[src/rtl/shift_pkg.sv]
// Shared definitions for the parallel-to-serial shifter and its serial-to-parallel receiver.
package shift_pkg;

   localparam int SHIFT_WIDTH = 10;

   typedef enum logic {
      IDLE  = 1'b0,
      SHIFT = 1'b1
   } rx_state_t;

endpackage

[src/rtl/shift_s_to_p_rx_if.sv]
// Serial-in / word-out bundle of the receiver: shifter side inputs plus consumer handshake.
interface shift_s_to_p_rx_if #(
   parameter int WIDTH = shift_pkg::SHIFT_WIDTH
);
   logic             sIn;
   logic             start;
   logic             shiftEn;
   logic             ready;
   logic [WIDTH-1:0] dOut;
   logic             valid;
   logic             busy;
   logic             overrun;
   logic             frameErr;

   modport master (
      output sIn, start, shiftEn, ready,
      input  dOut, valid, busy, overrun, frameErr
   );

   modport slave (
      input  sIn, start, shiftEn, ready,
      output dOut, valid, busy, overrun, frameErr
   );
endinterface

[src/rtl/s2p_out_buffer.sv]
// Single-entry holding register for received words with valid/ready handoff and sticky overrun.
module s2p_out_buffer #(
   parameter int WIDTH = shift_pkg::SHIFT_WIDTH
) (
   input  logic             i_clk,
   input  logic             i_rst,
   input  logic             i_push,
   input  logic [WIDTH-1:0] i_word,
   input  logic             i_ready,
   output logic [WIDTH-1:0] o_data,
   output logic             o_valid,
   output logic             o_overrun
);

   logic [WIDTH-1:0] r_data;
   logic             r_valid;
   logic             r_overrun;
   logic             w_slot_free;

   // An acceptance on the same edge frees the slot for the incoming word.
   assign w_slot_free = !r_valid || i_ready;

   always_ff @(posedge i_clk) begin
      if (i_rst) begin
         r_data    <= '0;
         r_valid   <= 1'b0;
         r_overrun <= 1'b0;
      end else if (i_push) begin
         if (w_slot_free) begin
            r_data  <= i_word;
            r_valid <= 1'b1;
         end else begin
            r_overrun <= 1'b1;
         end
      end else if (r_valid && i_ready) begin
         r_valid <= 1'b0;
      end
   end

   assign o_data    = r_data;
   assign o_valid   = r_valid;
   assign o_overrun = r_overrun;

endmodule

[src/rtl/shift_s_to_p_rx.sv]
// Serial-to-parallel receiver: reassembles MSB-first frames from the upstream shifter into words.
module shift_s_to_p_rx
   import shift_pkg::*;
#(
   parameter int WIDTH = SHIFT_WIDTH
) (
   input  logic              clk,
   input  logic              rst,
   shift_s_to_p_rx_if.slave  bus
);

   localparam int CNT_W = $clog2(WIDTH + 1);

   rx_state_t        r_state;
   rx_state_t        w_state_nxt;
   logic [WIDTH-1:0] r_sr;
   logic [CNT_W-1:0] r_cnt;
   logic [CNT_W-1:0] w_cnt_nxt;
   logic             r_frame_err;
   logic [WIDTH:0]   w_ext;
   logic             w_take;
   logic             w_done;
   logic             w_busy;
   logic             w_unused_msb;
   logic [WIDTH-1:0] w_dout;
   logic             w_valid;
   logic             w_overrun;

   // The low WIDTH bits of {sr, sIn} are the word so far; the bit pushed out the top is dead.
   assign w_ext        = {r_sr, bus.sIn};
   assign w_unused_msb = w_ext[WIDTH];

   // start samples a bit in either state and overrides shiftEn.
   assign w_take    = bus.start || ((r_state == SHIFT) && bus.shiftEn);
   assign w_cnt_nxt = bus.start ? CNT_W'(1) : r_cnt + CNT_W'(1);
   assign w_done    = w_take && (w_cnt_nxt == CNT_W'(WIDTH));

   always_ff @(posedge clk) begin
      if (rst) r_state <= IDLE;
      else     r_state <= w_state_nxt;
   end

   always_comb begin
      w_state_nxt = r_state;
      case (r_state)
         IDLE:    if (bus.start) w_state_nxt = w_done ? IDLE : SHIFT;
         SHIFT:   if (w_done)    w_state_nxt = IDLE;
                  else if (bus.start) w_state_nxt = SHIFT;
         default: w_state_nxt = IDLE;
      endcase
   end

   always_comb begin
      w_busy = 1'b0;
      if (r_state == SHIFT) w_busy = 1'b1;
   end

   always_ff @(posedge clk) begin
      if (rst) begin
         r_sr        <= '0;
         r_cnt       <= '0;
         r_frame_err <= 1'b0;
      end else begin
         r_frame_err <= (r_state == SHIFT) && bus.start;
         if (w_take) begin
            r_sr  <= w_ext[WIDTH-1:0];
            r_cnt <= w_done ? '0 : w_cnt_nxt;
         end
      end
   end

   s2p_out_buffer #(.WIDTH(WIDTH)) u_out_buf (
      .i_clk     (clk),
      .i_rst     (rst),
      .i_push    (w_done),
      .i_word    (w_ext[WIDTH-1:0]),
      .i_ready   (bus.ready),
      .o_data    (w_dout),
      .o_valid   (w_valid),
      .o_overrun (w_overrun)
   );

   assign bus.dOut     = w_dout;
   assign bus.valid    = w_valid;
   assign bus.busy     = w_busy;
   assign bus.overrun  = w_overrun;
   assign bus.frameErr = r_frame_err;

endmodule
[src/flat_wrapper.sv]
// flat-port wrapper written by rule: the top's interface ports become plain ports
module shift_s_to_p_rx_flat import shift_pkg::*;
#(
   parameter int WIDTH = SHIFT_WIDTH
)
  (clk, rst, bus_sIn, bus_start, bus_shiftEn, bus_ready, bus_dOut, bus_valid, bus_busy, bus_overrun, bus_frameErr);
  shift_s_to_p_rx_if #(.WIDTH(WIDTH)) bus_i ();
  input  logic clk;
  input  logic rst;
  input wire logic [$bits(bus_i.sIn)-1:0] bus_sIn;
  input wire logic [$bits(bus_i.start)-1:0] bus_start;
  input wire logic [$bits(bus_i.shiftEn)-1:0] bus_shiftEn;
  input wire logic [$bits(bus_i.ready)-1:0] bus_ready;
  output wire logic [$bits(bus_i.dOut)-1:0] bus_dOut;
  output wire logic [$bits(bus_i.valid)-1:0] bus_valid;
  output wire logic [$bits(bus_i.busy)-1:0] bus_busy;
  output wire logic [$bits(bus_i.overrun)-1:0] bus_overrun;
  output wire logic [$bits(bus_i.frameErr)-1:0] bus_frameErr;
  assign bus_i.sIn = bus_sIn;
  assign bus_i.start = bus_start;
  assign bus_i.shiftEn = bus_shiftEn;
  assign bus_i.ready = bus_ready;
  assign bus_dOut = bus_i.dOut;
  assign bus_valid = bus_i.valid;
  assign bus_busy = bus_i.busy;
  assign bus_overrun = bus_i.overrun;
  assign bus_frameErr = bus_i.frameErr;
  shift_s_to_p_rx #(.WIDTH(WIDTH)) u_core (.clk(clk), .rst(rst), .bus(bus_i));
endmodule
[config.mk]
export PLATFORM = sky130hd
export DESIGN_NAME = shift_s_to_p_rx_flat
export DESIGN_NICKNAME = d
export VERILOG_FILES = /design/src/rtl/shift_pkg.sv /design/src/rtl/shift_s_to_p_rx_if.sv /design/src/rtl/s2p_out_buffer.sv /design/src/rtl/shift_s_to_p_rx.sv /design/src/flat_wrapper.sv
export SDC_FILE = /design/constraint.sdc
export NUM_CORES = 1
export LEC_CHECK = 0
export ABC_AREA = 0
export BUFFER_PORTS_ARGS = -buffer_cell sky130_fd_sc_hd__buf_4
export CORE_ASPECT_RATIO = 1.4
export CORE_MARGIN = 2
export CORE_UTILIZATION = 49
export CTS_CLUSTER_DIAMETER = 80
export DETAILED_ROUTE_END_ITERATION = 12
export PLACE_DENSITY_LB_ADDON = 0.15
export SLEW_MARGIN = 5
export SYNTH_ARGS = -nofsm -noshare
export SYNTH_HDL_FRONTEND = slang
export SYNTH_HIERARCHICAL = 1
export SYNTH_SLANG_ARGS = --single-unit
[constraint.sdc]
create_clock -name clk -period 1.82 [get_ports clk]
set_input_delay 0.364 -clock clk [delete_from_list [all_inputs] [get_ports clk]]
set_output_delay 0.364 -clock clk [all_outputs]
set_load 0.1 [all_outputs]
* Word level (Yosys, flattened, before mapping)
Cells that the tools add are included.
Widths: inputs -> output; s select.
** Cells by class
- Bitwise logic cells :: 2
- $lt $le $gt $ge :: 0
- Shifts and indexed selects :: 0
- Add/sub/neg operators :: 1
- Eq/ne operators :: 2
- Reduce and logical (&&, ||, !) cells :: 11
- Div/mod/pow operators :: 0
- $mul :: 0
- Muxes and demuxes :: 9
** Operators by type and width (count)
- $mux 4 :: 2
- $mux 1 :: 6
- $reduce_and 2->1 :: 3
- $add 4x1->4 const B :: 1
- $eq 4x4->1 const B :: 1
- $logic_and 1x1->1 :: 4
- $logic_or 1x1->1 :: 2
- $ne 2x2->1 const B :: 1
- $not 1->1 :: 2
- $pmux 1 s2 :: 1
- $reduce_bool 2->1 :: 1
- $logic_not 1->1 :: 1
** Storage, ports and cells
- Logic and storage cells :: 32
- Output and inout port bits :: 14
- Memory bits (read-only) :: 0
- Register bits after elaboration :: 27
- RAM bits :: 0
- Memories kept :: 0
- Bits of input ports :: 6
- Latch bits :: 0

* Longest topological paths before layout
- Word-level depth :: 7
- Mapped depth :: 7
- Depth with buffers taken out :: 6

* Modules after synthesis
Netlist, hierarchy kept.
** Modules (own cells, without submodules)
- shift_s_to_p_rx :: cells each 82, area each 695.7 um2, instances 1, seq. area each 300.3 um2
- s2p_out_buffer :: cells each 51, area each 536.8 um2, instances 1, seq. area each 240.2 um2

* Least setup slack after synthesis
No wires, ideal clock.
- Path kind :: reg-to-reg
- From :: register u_core.r_state
- To :: register u_core.u_out_buf.r_data[0] (netlist: u_core/u_out_buf/o_data[0])
- Arrival time :: 2.116 ns
- Path buffers :: 2
- Stages on the path, launching flop included :: 7
- Data required time :: 1.748 ns
- Path slack :: -0.368 ns
- Clock period less this slack :: 2.188 ns
- Library setup time :: 0.072 ns
- Path through :: dfxtp_1 buf_2 nand2_1 nor4b_4 nor2b_4 buf_12 mux2i_1
** Between the ends
- Word-level cells in the longest chain between the ends :: 4
** Ends and longest elaborated chain
- from (decl) :: line shift_s_to_p_rx.sv:14 : rx_state_t r_state;
- from (signal assigned) :: line shift_s_to_p_rx.sv:40 : else r_state <= w_state_nxt;
- $logic_and 1x1->1 :: line shift_s_to_p_rx.sv:34 : assign w_take = bus.start || ((r_state == SHIFT) && bus.shiftEn);
- $logic_or 1x1->1 :: line shift_s_to_p_rx.sv:34
- $logic_and 1x1->1 :: line shift_s_to_p_rx.sv:36 : assign w_done = w_take && (w_cnt_nxt == CNT_W'(WIDTH));
- named net u_core.w_done :: line shift_s_to_p_rx.sv:22 : logic w_done;
- $reduce_and 2->1 (no line)
- to (signal assigned) :: line s2p_out_buffer.sv:30 : r_data <= i_word;
- to (decl) :: line s2p_out_buffer.sv:15 : logic [WIDTH-1:0] r_data;
The timed path passes the listed nets, and every way through them passes these cells.
A chain may end at the register's enable or synchronous reset.

* Worst setup path after layout
- From :: register u_core.r_cnt[1]
- To :: register u_core.u_out_buf.r_data[7] (netlist: u_core/u_out_buf/o_data[7])
** Between the ends
- Word-level cells in the longest chain between the ends :: 5
** Ends and longest elaborated chain
- from (decl) :: line shift_s_to_p_rx.sv:17 : logic [CNT_W-1:0] r_cnt;
- from (signal assigned) :: line shift_s_to_p_rx.sv:67 : r_cnt <= w_done ? '0 : w_cnt_nxt;
- $add 4x1->4 :: line shift_s_to_p_rx.sv:35 : assign w_cnt_nxt = bus.start ? CNT_W'(1) : r_cnt + CNT_W'(1);
- $mux 4 :: line shift_s_to_p_rx.sv:35
- $eq 4x4->1 :: line shift_s_to_p_rx.sv:36
- $logic_and 1x1->1 :: line shift_s_to_p_rx.sv:36
- named net u_core.w_done :: line shift_s_to_p_rx.sv:22
- $reduce_and 2->1 (no line)
The timed path passes the listed nets, and every way through them passes these cells.

==> impl_metrics.json <==
{
  "run_status": "finished, final reports clean",
  "design.final.nets": 164,
  "finalCriticalPeriod_ns": 1.81,
  "yosysWarningCount": 6,
  "commonest_non_fill_non_tap_cell_in_the_layout": "sky130_fd_sc_hd__buf_4",
  "async_reset_ff_share_pct": 0,
  "antenna-diode-count": 0,
  "maximum_fanout_encountered_on_the_critical_timing_path": 10,
  "post-route-util_pct": 62.0,
  "dominantRegCellSynth": "sky130_fd_sc_hd__dfxtp_1",
  "wire_per_inst_um": 12.3,
  "synth_cells": 133,
  "io-pin-count": 20,
  "floorplan.rows": 21,
  "numCtsBuffers": 3,
  "detail_route.first_pass.iterations": 4,
  "power_mw": 0.966,
  "finalHoldViolCount": 0,
  "cp-start-kind": "flip-flop",
  "postSynthRegisterBits": 27,
  "place_inst": 185,
  "worst_slew_pin_slew_ns": 0.449,
  "worst_r2r_path_depth": 7,
  "core_region_area_mm2": 0.00239,
  "grt_use_total_pct": 17.5,
  "insertion_delay_ns": 0.33,
  "timing.slew.headroom_pct": 70.1,
  "hpwl_mm": 1.66,
  "root_buffer_selected_by_cts": "sky130_fd_sc_hd__clkbuf_4",
  "floorplan.die.width_um": 46.4,
  "place.port_buffers": 19,
  "post-route-drc-count": 0,
  "synth_cell_type_count": 29,
  "cts_num_sinks": 27,
  "grt_setup_unrepaired": "yes",
  "p_leak_nw": 0.552,
  "antenna_left": 0,
  "grt_pass1_vias": 914,
  "vias": 980,
  "timing.final.setup_violations": 0,
  "finalCritPeriodShare_pct": 99.7,
  "grt_remaining_overflow": 0,
  "synth_top_area_cell": "sky130_fd_sc_hd__dfxtp_1",
  "post_synth_main_area_contributors": "sky130_fd_sc_hd__dfxtp_1 44%, sky130_fd_sc_hd__nand2b_1 11%, sky130_fd_sc_hd__mux2i_1 8.1%",
  "final_layout_size_suffix_gt1_share_pct": 26.3,
  "clk_transition_reported_paths_ns": 0.14,
  "synth_edf_count": 0,
  "detailed_place.area_mm2": 0.00143,
  "clock_tree.buffer_depth": 2,
  "postLayoutSetupSlackWorst_ns": 0.00590,
  "critPathCaptureType": "flip-flop",
  "cp-startpoint": "u_core/r_cnt[1]$_SDFFE_PP0P_",
  "worstReg2RegStart": "u_core/r_cnt[1]$_SDFFE_PP0P_",
  "irDropWorstVdd_mv": 0.569,
  "grt_pass1_wl_mm": 3.80,
  "min_path_cells": 3,
  "finalInstanceArea_mm2": 0.00148,
  "initialDrtViolationCount": 41,
  "worst_ep_required_time_ns": 2.09,
  "ctsHtreeMaxLevel": 1,
  "fin_setup_tns_ns": 0,
  "wirelength_routed_mm": 2.34,
  "area_growth_syn_to_layout_pct": 20.2,
  "mappedNetlistNets": 140,
  "floorplan.die_area_mm2": 0.00294,
  "fillCellCount": 219,
  "maxSlewViolCount": 0,
  "start_util_pct": 51.5,
  "fin_hold_ws_ns": 0.288,
  "post-place-ws_ns": 0.00953,
  "critical_path.reg2reg.endpoint": "u_core/u_out_buf/o_data[7]$_SDFFE_PP0P_",
  "reg2reg_setup_slack_ns": 0.006,
  "max_clock_freq_mhz": 551,
  "dieHeight_um": 63.3,
  "cp_data_arrival_time_ns": 2.08,
  "worst_setup_path_type": "reg -> reg",
  "seq_area_frac_synth_pct": 43.9,
  "post_synth_instance_area_mm2": 0.00123,
  "synth_largest_type_area_fraction_pct": 43.9,
  "min_path_type": "in -> reg",
  "cts.hold.buffers_added": 0,
  "clock_skew_ns": 0.00615,
  "tritoncts": "yes",
  "stdcell_count": 190,
  "gp_congestion": 0.801,
  "viasPerCell": 5.16,
  "hold_path_startpoint": "bus_sIn",
  "power_density_mw_per_mm2": 652,
  "antenna_violations_before_repair": 0,
  "syn_avg_cell_area_um2": 9.27,
  "max_cap_violations": 0,
  "most-common-layout-cells": "26 x sky130_fd_sc_hd__buf_4, 24 x sky130_fd_sc_hd__dfxtp_1, 21 x sky130_fd_sc_hd__nand2_1, 21 x sky130_fd_sc_hd__nand2b_1, 11 x sky130_fd_sc_hd__a21oi_1",
  "hold_worst_path_end": "u_core/r_sr[0]$_SDFFE_PP0P_",
  "maximum_number_of_pins_on_one_net_before_global_route_repair": 39
}
==> metal layers <==
metal,global-route usage [%],part of all wire [%]
met1,19.1,42
met2,29.7,52
met3,3.44,2.9
met4,9.64,2.7
met5,0,0
==> kinds of logic (layout without fill, tap and decap cells) <==
kind of cell               Yosys count  after routing  share of synthesized area (%)
AOI/OAI and AO/OA                   17             17                           8.43
buffers and inverters                9             32                           4.97
and+or+nand+nor                     66             66                           31.5
xor gates and xnor gates             3              3                           2.13
DFF                                 27             27                           43.9
muxes                               10             10                           8.12
adders and majority gates            1              1                           1.02
==> critical path: stages, from the launching register on <==
cell and delay [ns]:
sky130_fd_sc_hd__dfxtp_2 0.36, sky130_fd_sc_hd__ha_4 0.15, sky130_fd_sc_hd__or3b_1 0.36, sky130_fd_sc_hd__nand3_2 0.10, sky130_fd_sc_hd__nor4b_4 0.22, sky130_fd_sc_hd__nor2b_4 0.22
sky130_fd_sc_hd__buf_12 0.15, sky130_fd_sc_hd__mux2i_1 0.19
==> registers in the layout, summed over array words and instances (netlist names) <==
name and flops:
u_core/r_state 1, u_core/r_cnt 4, u_core/bus.frameErr 1, u_core/u_out_buf/o_valid 1, u_core/u_out_buf/o_data 10, u_core/u_out_buf/o_overrun 1
u_core/r_sr 9
==> Yosys cell counts, types with 2 or more instances <==
| cell type | n |
|---|---|
| sky130_fd_sc_hd__a21oi_1 | 11 |
| sky130_fd_sc_hd__buf_2 | 3 |
| sky130_fd_sc_hd__clkbuf_1 | 3 |
| sky130_fd_sc_hd__dfxtp_1 | 27 |
| sky130_fd_sc_hd__mux2i_1 | 10 |
| sky130_fd_sc_hd__nand2_1 | 21 |
| sky130_fd_sc_hd__nand2b_1 | 21 |
| sky130_fd_sc_hd__nand3_1 | 4 |
| sky130_fd_sc_hd__nand4b_1 | 3 |
| sky130_fd_sc_hd__nor2_1 | 6 |
| sky130_fd_sc_hd__nor2b_4 | 2 |
| sky130_fd_sc_hd__nor3_1 | 2 |
| sky130_fd_sc_hd__o2111ai_1 | 2 |
| sky130_fd_sc_hd__xor2_1 | 3 |
==> where the power goes <==
group          leakage [nW]  internal, mW  total [mW]  switching [mW]
Sequential            0.220         0.600       0.609         0.00901
Combinational         0.318        0.0349      0.0988          0.0639
Clock                0.0139        0.0842       0.259           0.175
Total                 0.552         0.719       0.966           0.247
==> final cells by class <==
type / count / area [um2] / share of cell area [%]
inverter: 1 / 3.75 / 0.253
timing repair buffer: 27 / 215 / 14.5
multi-input combinational: 97 / 643 / 43.4
clock buffer: 3 / 22.5 / 1.52
tap: 34 / 42.5 / 2.87
clock inverter: 1 / 7.51 / 0.507
sequential: 27 / 547 / 36.9
==> timing repair <==
item	4_1_cts	5_1_grt
pin swaps	0	1
endpoints found under the setup margin	7	10
gates resized for setup	3	0
buffers inserted	1	0
==> how the worst max path moves through the flow <==
stage / endpoint / slack (ns)
6_report: u_core/u_out_buf/o_data[7]$_SDFFE_PP0P_ / 0.006
5_1_grt: u_core/u_out_buf/o_data[5]$_SDFFE_PP0P_ / -0.13
4_1_cts: u_core/u_out_buf/o_data[0]$_SDFFE_PP0P_ / -0.02
3_5_place_dp: u_core/u_out_buf/o_data[7]$_SDFFE_PP0P_ / 0.01
3_3_place_gp: u_core/u_out_buf/o_data[0]$_SDFFE_PP0P_ / 0.10
2_1_floorplan: u_core/u_out_buf/o_data[0]$_SDFFE_PP0P_ / 0.04
Power figures use the tool's default switching activity.
